===== src/rtl/glitch_free_demux_pkg.sv =====
// rtl/glitch_free_demux_pkg.sv - shared types and sizing helpers for glitch_free_demux
//
// Purpose:
//   Routing FSM state encoding and the gap-counter width helper used by the
//   top level.
//
// Contents:
//   state_t        : S_ROUTE (steering beats), S_DRAIN (emptying the output
//                    register on the old route), S_GAP (both outputs idle
//                    before the route flips).
//   gap_cnt_width  : counter width needed to hold GAP_CYCLES-1.
//   SYNC_STAGES_MIN: shortest legal synchronizer chain.
//   GAP_CYCLES_MIN : shortest legal dead gap.

package glitch_free_demux_pkg;

   typedef enum logic [1:0] {
      S_ROUTE = 2'd0,
      S_DRAIN = 2'd1,
      S_GAP   = 2'd2
   } state_t;

   localparam int SYNC_STAGES_MIN = 2;
   localparam int GAP_CYCLES_MIN  = 1;

   // One extra bit over $clog2 so GAP_CYCLES=1 still yields a 1-bit counter.
   function automatic int gap_cnt_width(input int gap_cycles);
      return $clog2(gap_cycles) + 1;
   endfunction

endpackage


===== src/rtl/glitch_free_demux_sync.sv =====
// rtl/glitch_free_demux_sync.sv - multi-flop synchronizer for a single asynchronous bit
//
// Purpose:
//   Brings an asynchronous level into the clk domain through a chain of
//   STAGES flops. Usable for any slow-changing async control input.
//
// Parameters:
//   STAGES   : number of flops in the chain (at least 2).
//
// Ports:
//   clk      : in  clock, rising edge.
//   rst      : in  asynchronous active-low reset, clears the whole chain.
//   async_in : in  asynchronous input level.
//   sync_out : out synchronized level, STAGES clocks behind async_in.

module glitch_free_demux_sync #(
   parameter int STAGES = 2
) (
   input  logic clk,
   input  logic rst,
   input  logic async_in,
   output logic sync_out
);

   logic [STAGES-1:0] chain_q;

   // Bit 0 is the metastability-catching flop; the oldest bit is the output.
   always_ff @(posedge clk or negedge rst) begin
      if (!rst) begin
         chain_q <= '0;
      end else begin
         chain_q <= {chain_q[STAGES-2:0], async_in};
      end
   end

   assign sync_out = chain_q[STAGES-1];

endmodule


===== src/rtl/glitch_free_demux.sv =====
// rtl/glitch_free_demux.sv - 1-to-2 valid/ready stream demux with break-before-make switching
//
// Purpose:
//   Steers one valid/ready producer to one of two consumers. The route
//   request `select` is asynchronous; a change is synchronized, the single
//   output register is drained on the old route, both outputs sit idle for
//   GAP_CYCLES cycles, and only then does the committed route flip. A beat
//   is never split across routes and a valid never appears on the wrong
//   output.
//
// Parameters:
//   WIDTH       : data width in bits.
//   SYNC_STAGES : flops synchronizing `select` (>= 2).
//   GAP_CYCLES  : idle cycles between drain and route flip (>= 1).
//
// Ports:
//   clk          : in  clock, rising edge.
//   rst          : in  asynchronous active-low reset.
//   select       : in  async route request, 0 = out0, 1 = out1.
//   in_data      : in  input beat.
//   in_valid     : in  input beat valid.
//   in_ready     : out input beat accepted when in_valid & in_ready.
//   out0_data    : out output 0 data.
//   out0_valid   : out output 0 valid.
//   out0_ready   : in  output 0 ready.
//   out1_data    : out output 1 data.
//   out1_valid   : out output 1 valid.
//   out1_ready   : in  output 1 ready.
//   active_sel   : out currently committed route.
//   switching    : out high while draining or in the dead gap.
//
// Build option GLITCH_FREE_DEMUX_STATS_EN adds:
//   switch_count : out [15:0] committed route flips, wraps.
//   abort_count  : out [7:0]  drains abandoned because select bounced back,
//                             saturates at 8'hFF.

module glitch_free_demux
   import glitch_free_demux_pkg::*;
#(
   parameter int WIDTH       = 8,
   parameter int SYNC_STAGES = 2,
   parameter int GAP_CYCLES  = 2
) (
   input  logic             clk,
   input  logic             rst,
   input  logic             select,
   input  logic [WIDTH-1:0] in_data,
   input  logic             in_valid,
   output logic             in_ready,
   output logic [WIDTH-1:0] out0_data,
   output logic             out0_valid,
   input  logic             out0_ready,
   output logic [WIDTH-1:0] out1_data,
   output logic             out1_valid,
   input  logic             out1_ready,
   output logic             active_sel,
   output logic             switching
`ifdef GLITCH_FREE_DEMUX_STATS_EN
   ,
   output logic [15:0]      switch_count,
   output logic [7:0]       abort_count
`endif
);

   localparam int             CNT_W    = gap_cnt_width(GAP_CYCLES);
   localparam logic [CNT_W-1:0] GAP_LOAD = CNT_W'(GAP_CYCLES - 1);

   state_t             state_q;
   state_t             state_d;
   logic [CNT_W-1:0]   cnt_q;
   logic [CNT_W-1:0]   cnt_d;
   logic               active_q;
   logic               flip;

   logic               sync_sel;
   logic               mismatch;

   logic [WIDTH-1:0]   data_q;
   logic               valid_q;
   logic               cur_ready;
   logic               accept;
   logic               out_hs;

   // ------------------------------------------------------------------
   // Route request synchronizer
   // ------------------------------------------------------------------
   glitch_free_demux_sync #(
      .STAGES   (SYNC_STAGES)
   ) u_sel_sync (
      .clk      (clk),
      .rst      (rst),
      .async_in (select),
      .sync_out (sync_sel)
   );

   assign mismatch = sync_sel ^ active_q;

   // ------------------------------------------------------------------
   // FSM: state register
   // ------------------------------------------------------------------
   always_ff @(posedge clk or negedge rst) begin
      if (!rst) begin
         state_q  <= S_ROUTE;
         cnt_q    <= '0;
         active_q <= 1'b0;
      end else begin
         state_q  <= state_d;
         cnt_q    <= cnt_d;
         if (flip) begin
            active_q <= ~active_q;
         end
      end
   end

   // ------------------------------------------------------------------
   // FSM: next state
   // ------------------------------------------------------------------
   always_comb begin
      state_d = state_q;
      cnt_d   = cnt_q;
      flip    = 1'b0;
      case (state_q)
         S_ROUTE: begin
            if (mismatch) begin
               state_d = S_DRAIN;
            end
         end
         S_DRAIN: begin
            // An empty register wins over a bounced select: once nothing is
            // pending the switch is committed.
            if (!valid_q) begin
               state_d = S_GAP;
               cnt_d   = GAP_LOAD;
            end else if (!mismatch) begin
               state_d = S_ROUTE;
            end
         end
         S_GAP: begin
            // Committed: select activity is ignored until the flip.
            if (cnt_q == '0) begin
               state_d = S_ROUTE;
               flip    = 1'b1;
            end else begin
               cnt_d = cnt_q - CNT_W'(1);
            end
         end
         default: begin
            state_d = S_ROUTE;
         end
      endcase
   end

   // ------------------------------------------------------------------
   // FSM: outputs
   // ------------------------------------------------------------------
   always_comb begin
      cur_ready = active_q ? out1_ready : out0_ready;
      // Accepting is only allowed while routing on an agreed route; the
      // reset term keeps in_ready low for the whole reset window.
      in_ready   = rst & (state_q == S_ROUTE) & ~mismatch & (~valid_q | cur_ready);
      // valid_q is always clear in S_GAP, so both valids are idle there.
      out0_valid = valid_q & ~active_q;
      out1_valid = valid_q &  active_q;
      switching  = (state_q != S_ROUTE);
   end

   assign out0_data  = data_q;
   assign out1_data  = data_q;
   assign active_sel = active_q;

   // ------------------------------------------------------------------
   // Output register
   // ------------------------------------------------------------------
   assign accept = in_valid & in_ready;
   assign out_hs = valid_q & cur_ready;

   always_ff @(posedge clk or negedge rst) begin
      if (!rst) begin
         valid_q <= 1'b0;
         data_q  <= '0;
      end else if (accept) begin
         // Covers accept-with-handshake too: the register refills in the
         // same cycle it empties, giving one beat per cycle.
         valid_q <= 1'b1;
         data_q  <= in_data;
      end else if (out_hs) begin
         valid_q <= 1'b0;
      end
   end

`ifdef GLITCH_FREE_DEMUX_STATS_EN
   // ------------------------------------------------------------------
   // Switch statistics
   // ------------------------------------------------------------------
   logic abort;

   assign abort = (state_q == S_DRAIN) & valid_q & ~mismatch;

   always_ff @(posedge clk or negedge rst) begin
      if (!rst) begin
         switch_count <= '0;
         abort_count  <= '0;
      end else begin
         if (flip) begin
            switch_count <= switch_count + 16'd1;
         end
         if (abort && (abort_count != 8'hFF)) begin
            abort_count <= abort_count + 8'd1;
         end
      end
   end
`endif

endmodule


===== config.mk =====
export PLATFORM = sky130hd
export DESIGN_NAME = glitch_free_demux
export DESIGN_NICKNAME = d
export VERILOG_FILES = /design/src/rtl/glitch_free_demux_pkg.sv /design/src/rtl/glitch_free_demux_sync.sv /design/src/rtl/glitch_free_demux.sv
export SDC_FILE = /design/constraint.sdc
export NUM_CORES = 1
export LEC_CHECK = 0
export CORE_MARGIN = 1
export CORE_UTILIZATION = 47
export DETAILED_ROUTE_END_ITERATION = 16
export DONT_BUFFER_PORTS = 1
export GPL_ROUTABILITY_DRIVEN = 0
export PLACE_DENSITY = 0.62
export SYNTH_ARGS = -nofsm -noshare
export SYNTH_HDL_FRONTEND = slang
export SYNTH_SLANG_ARGS = --single-unit

===== constraint.sdc =====
create_clock -name clk -period 2.07 [get_ports clk]
set_input_delay 0.414 -clock clk [delete_from_list [all_inputs] [get_ports clk]]
set_output_delay 0.414 -clock clk [all_outputs]
set_load 0.05 [all_outputs]

# == Word level (Yosys, flattened, before mapping) ==
# Index checks and enable logic that the tools add are counted.
# word_totals
register_bits,16
wordCells,46
input_bits,14
# op_classes
reduce_logical,7
mux,13
n_eq_ne,7
addsub,1
n_bitwise,12
# ops
op,n
$mux W2,6
$ne A2 B2 Y1 const B,4
$and A1 B1 Y1,7
$pmux W2 S3,1
$reduce_and A3 Y1,2
$reduce_bool A2 Y1,3
$mux W1,5
$logic_not A2 Y1,2
$pmux W2 S2,1
$ne A3 B3 Y1 const B,1
$not A1 Y1,3
$eq A2 B1 Y1 const B,1
$eq A2 B2 Y1 const B,1
$sub A2 B1 Y2 const B,1
$or A1 B1 Y1,1
$xor A1 B1 Y1,1

# == Longest topological paths before layout ==
# depth
ltp_word,6
depth_mapped,5

# == Cells and area by module ==
# A second synthesis with hierarchy kept.
# hier_totals
hier_cells,62
hier_area_um2,752.0
# modules_own_cells
module,n_inst,area_each_um2,cells_each
glitch_free_demux,1,701.9,60
glitch_free_demux_sync,1,50.0,2

# == Least setup slack after synthesis ==
# Ideal clock, no wire load.
# synth_path
path_kind,register -> output
start,register state_q[1]
end,output in_ready
path_stages_with_launch,5
n_path_buf,1
slack_ns,0.038
required_time_ns,1.656
t_arrival_ns,1.618
cell_sequence,dfrtp_1 or2_1 clkbuf_1 nor2_1 and3_1
# synth_between
elab_chain_len,4
# synth_lines
element,line,rtl
start: declaration,glitch_free_demux.sv:68,state_t state_q;
start signal: assignment,glitch_free_demux.sv:107,state_q <= state_d;
$logic_not A2 Y1,glitch_free_demux.sv:160,in_ready = rst & (state_q == S_ROUTE) & ~mismatch & (~valid_q | cur_ready);
$and A1 B1 Y1 (3 in series),glitch_free_demux.sv:160,
end: declaration,glitch_free_demux.sv:49,"output logic in_ready,"
# Every way passes these cells.

# == Final worst setup path ==
# Same ends and word-level chain as after synthesis.

==> impl_metrics.ini <==
[detailed_routing]
total_vias_in_the_final_route = 435
highest-signal-layer = met3
routedWlPerCell_um = 14.8
post_drt_via_cell_ratio = 5.65
route.final.wire_length_um = 1140
drt_first_iter_violations = 4
detail_route.first_pass.iterations = 4
drt-met1-wl_um = 487
drt_drc_violations_left = 0
wl_met2_um = 564
ant_nets = 0
route.met3.wl_um = 91

[die]
io-pin-count = 35
dieHeight_um = 41.9
row_count = 14
die_area_um2 = 1760
horizontal_die_dimension_um = 41.9
start_util_pct = 50.3
core_region_area_um2 = 1490

[clock_network]
cts.repair_timing.setup_buffer_count = 0
clock_latency_of_the_later_clocked_register_in_the_worst_skew_pair_ns = 0.29
root_buffer = clkbuf_4
path_clk_slew_ns = 0.09
htreeDepth = 1
cts_tree = yes
clock_tree.buffer_depth = 2
numClockSinks = 16
cts_buffers = 3

[global_route]
globalRoute.totalOverflow = 0
grt_start_max_net_pins = 17
grt.total_usage_pct = 16.7
grt_pass1_vias = 431
number_of_antenna_violations_at_the_first_check_in_global_routing = 0
grt_pass1_wl_um = 2070

[logic_synthesis]
mappedNetlistNets = 76
synth_area_um2 = 748
synthDominantAreaCellType = dfrtp_1
yosys_warnings = 0
synth_edf_count = 0
syn_inst = 61
postSynth.topFlopCell = dfrtp_1
yosysMostFrequentCell = dfrtp_1
synth.top_cell.area_share_pct = 53.5
yosysSeqAreaShare_pct = 53.5
netlist-cell-type-count = 24
average_cell_area_after_synthesis_um2 = 12.3
ys_ff_latch = 16
biggest_area_contributors_in_the_synthesized_netlist = dfrtp_1 54%, mux2_2 12%, buf_4 8.0%
synth-async-reset-ratio_pct = 100
yosys-top-cells-count = 16 x dfrtp_1, 8 x buf_4, 8 x mux2_2

[layout]
num_antenna_cells = 0
fillers = 131
syn2layout_area_growth_pct = 7.69
final_layout_size_suffix_gt1_share_pct = 36.1
layout.nets = 77

[timing]
relSlewSlack_pct = 40.4
final_period_minus_worst_setup_slack_ns = 1.96
timing.clock.skew_ns = 0.00639
timing.final.hold_violations = 0
final_min_period_over_clock_period_pct = 94.7
setup_viol_count_final = 0
maxClockFrequency_mhz = 510
report.final.slew_viol_count = 0
worstMarginPinSlew_ns = 0.893
fin_tns_setup_ns = 0
rsz0062_at_grt = no

[place]
number_of_port_buffers = 0
place.detailed.hpwl_um = 849

[setup_path]
cp_max_fo = 8
setup.worst_path.end_class = primary output
cp_data_required_time_ns = 1.66
worst_path_max_delay_cell = dfrtp_1
critical_path.startpoint_type = register
critical_path_class = reg2out
worstPathCellList = or2_1 -> nor2_1 -> and3_1 -> buf_12
slowest_delay_ns = 0.46
critPathTopFamily = simple AND/OR/NAND/NOR gates
critPathArrivalTime_ns = 1.55
path_buf_inv = 1

[flow_run]
drv.max_cap_violation_count = 0

[status]
run_status = complete, no violations

[min_path]
worstHoldPathType = in2reg
## through the flow
| stage | instance area (um2) | instances | hold WS (ns) | setup slack [ns] | utilization [%] |
|---|---|---|---|---|---|
| detailed placement | 747 | 72 | 0.119 | 0.337 | 50.2 |
| CTS | 793 | 77 | 0.134 | 0.0249 | 53.3 |
| global route | 806 | 77 | 0.113 | 0.00684 | 54.1 |
| global placement | 747 | 72 | 0.119 | 0.398 | 50.2 |
| finish | 806 | 77 | 0.151 | 0.110 | 54.1 |
| floorplan | 748 | 61 | 0.118 | 0.0382 | - |
## state kept, by name (all words and copies together) (netlist names)
name	cells
active_sel	1
cnt_q	2
out0_data	8
state_q	2
u_sel_sync.chain_q	2
valid_q	1
## worst paths after layout
kind	startpoint	to	cells past startpoint	slack [ns]
hold / removal	select	u_sel_sync.chain_q[0]	0	0.15
min in group asynchronous	rst	out0_data[2]	1	0.60
setup / recovery	state_q[1]	in_ready	4	0.11
setup reg to reg	active_sel	out0_data[6]	4	0.36
hold reg to reg	u_sel_sync.chain_q[0]	u_sel_sync.chain_q[1]	0	0.37
max in group asynchronous	rst	active_sel	1	1.00
## metal layers
layer / GRT usage (%) / up-vias
met2: 22.2 / 21
met1: 20.6 / 212
li1: - / 202
met5: 0 / -
met3: 10.0 / 0
met4: 9.68 / 0
## kinds of logic (layout without fill, tap and decap cells)
| group | after synthesis | count (layout) | synth area share (%) |
|---|---|---|---|
| buffers and inverters | 11 | 11 | 9.53 |
| AND/OR/NAND/NOR | 15 | 15 | 10.5 |
| XOR/XNOR | 2 | 2 | 2.34 |
| AO/OA/AOI/OAI | 7 | 7 | 9.03 |
| adder cells (fa/ha/maj) | 1 | 1 | 1.67 |
| multiplexers | 9 | 9 | 13.4 |
| flip-flops | 16 | 16 | 53.5 |
## timing repair
action                                  CTS  global route
endpoints found under the hold margin    16             0
hold buffers                              1             0
endpoints found under the setup margin    0             1
resized for setup                         0             3
## layout make-up
cell class	instances	area, um2	share of cell area (%)
Clock buffer	4	36.3	4.50
Inverter	2	7.51	0.932
Multi-Input combinational cell	34	288	35.7
Sequential cell	16	402	49.8
Tap cell	16	20.0	2.48
Timing Repair Buffer	5	52.6	6.52
## layout by cell type (no fill, tap or decap), types with 2 or more instances in the layout
| cell | n |
|---|---|
| dfrtp_1 | 15 |
| mux2_2 | 8 |
| nand2_1 | 4 |
| nor2_1 | 4 |
| clkbuf_4 | 3 |
| buf_4 | 3 |
| inv_1 | 2 |
| o21ai_0 | 2 |
Power is left out: the tool's default activity adds up to more than one toggle a clock period on the data nets, which glitch-free logic cannot reach.
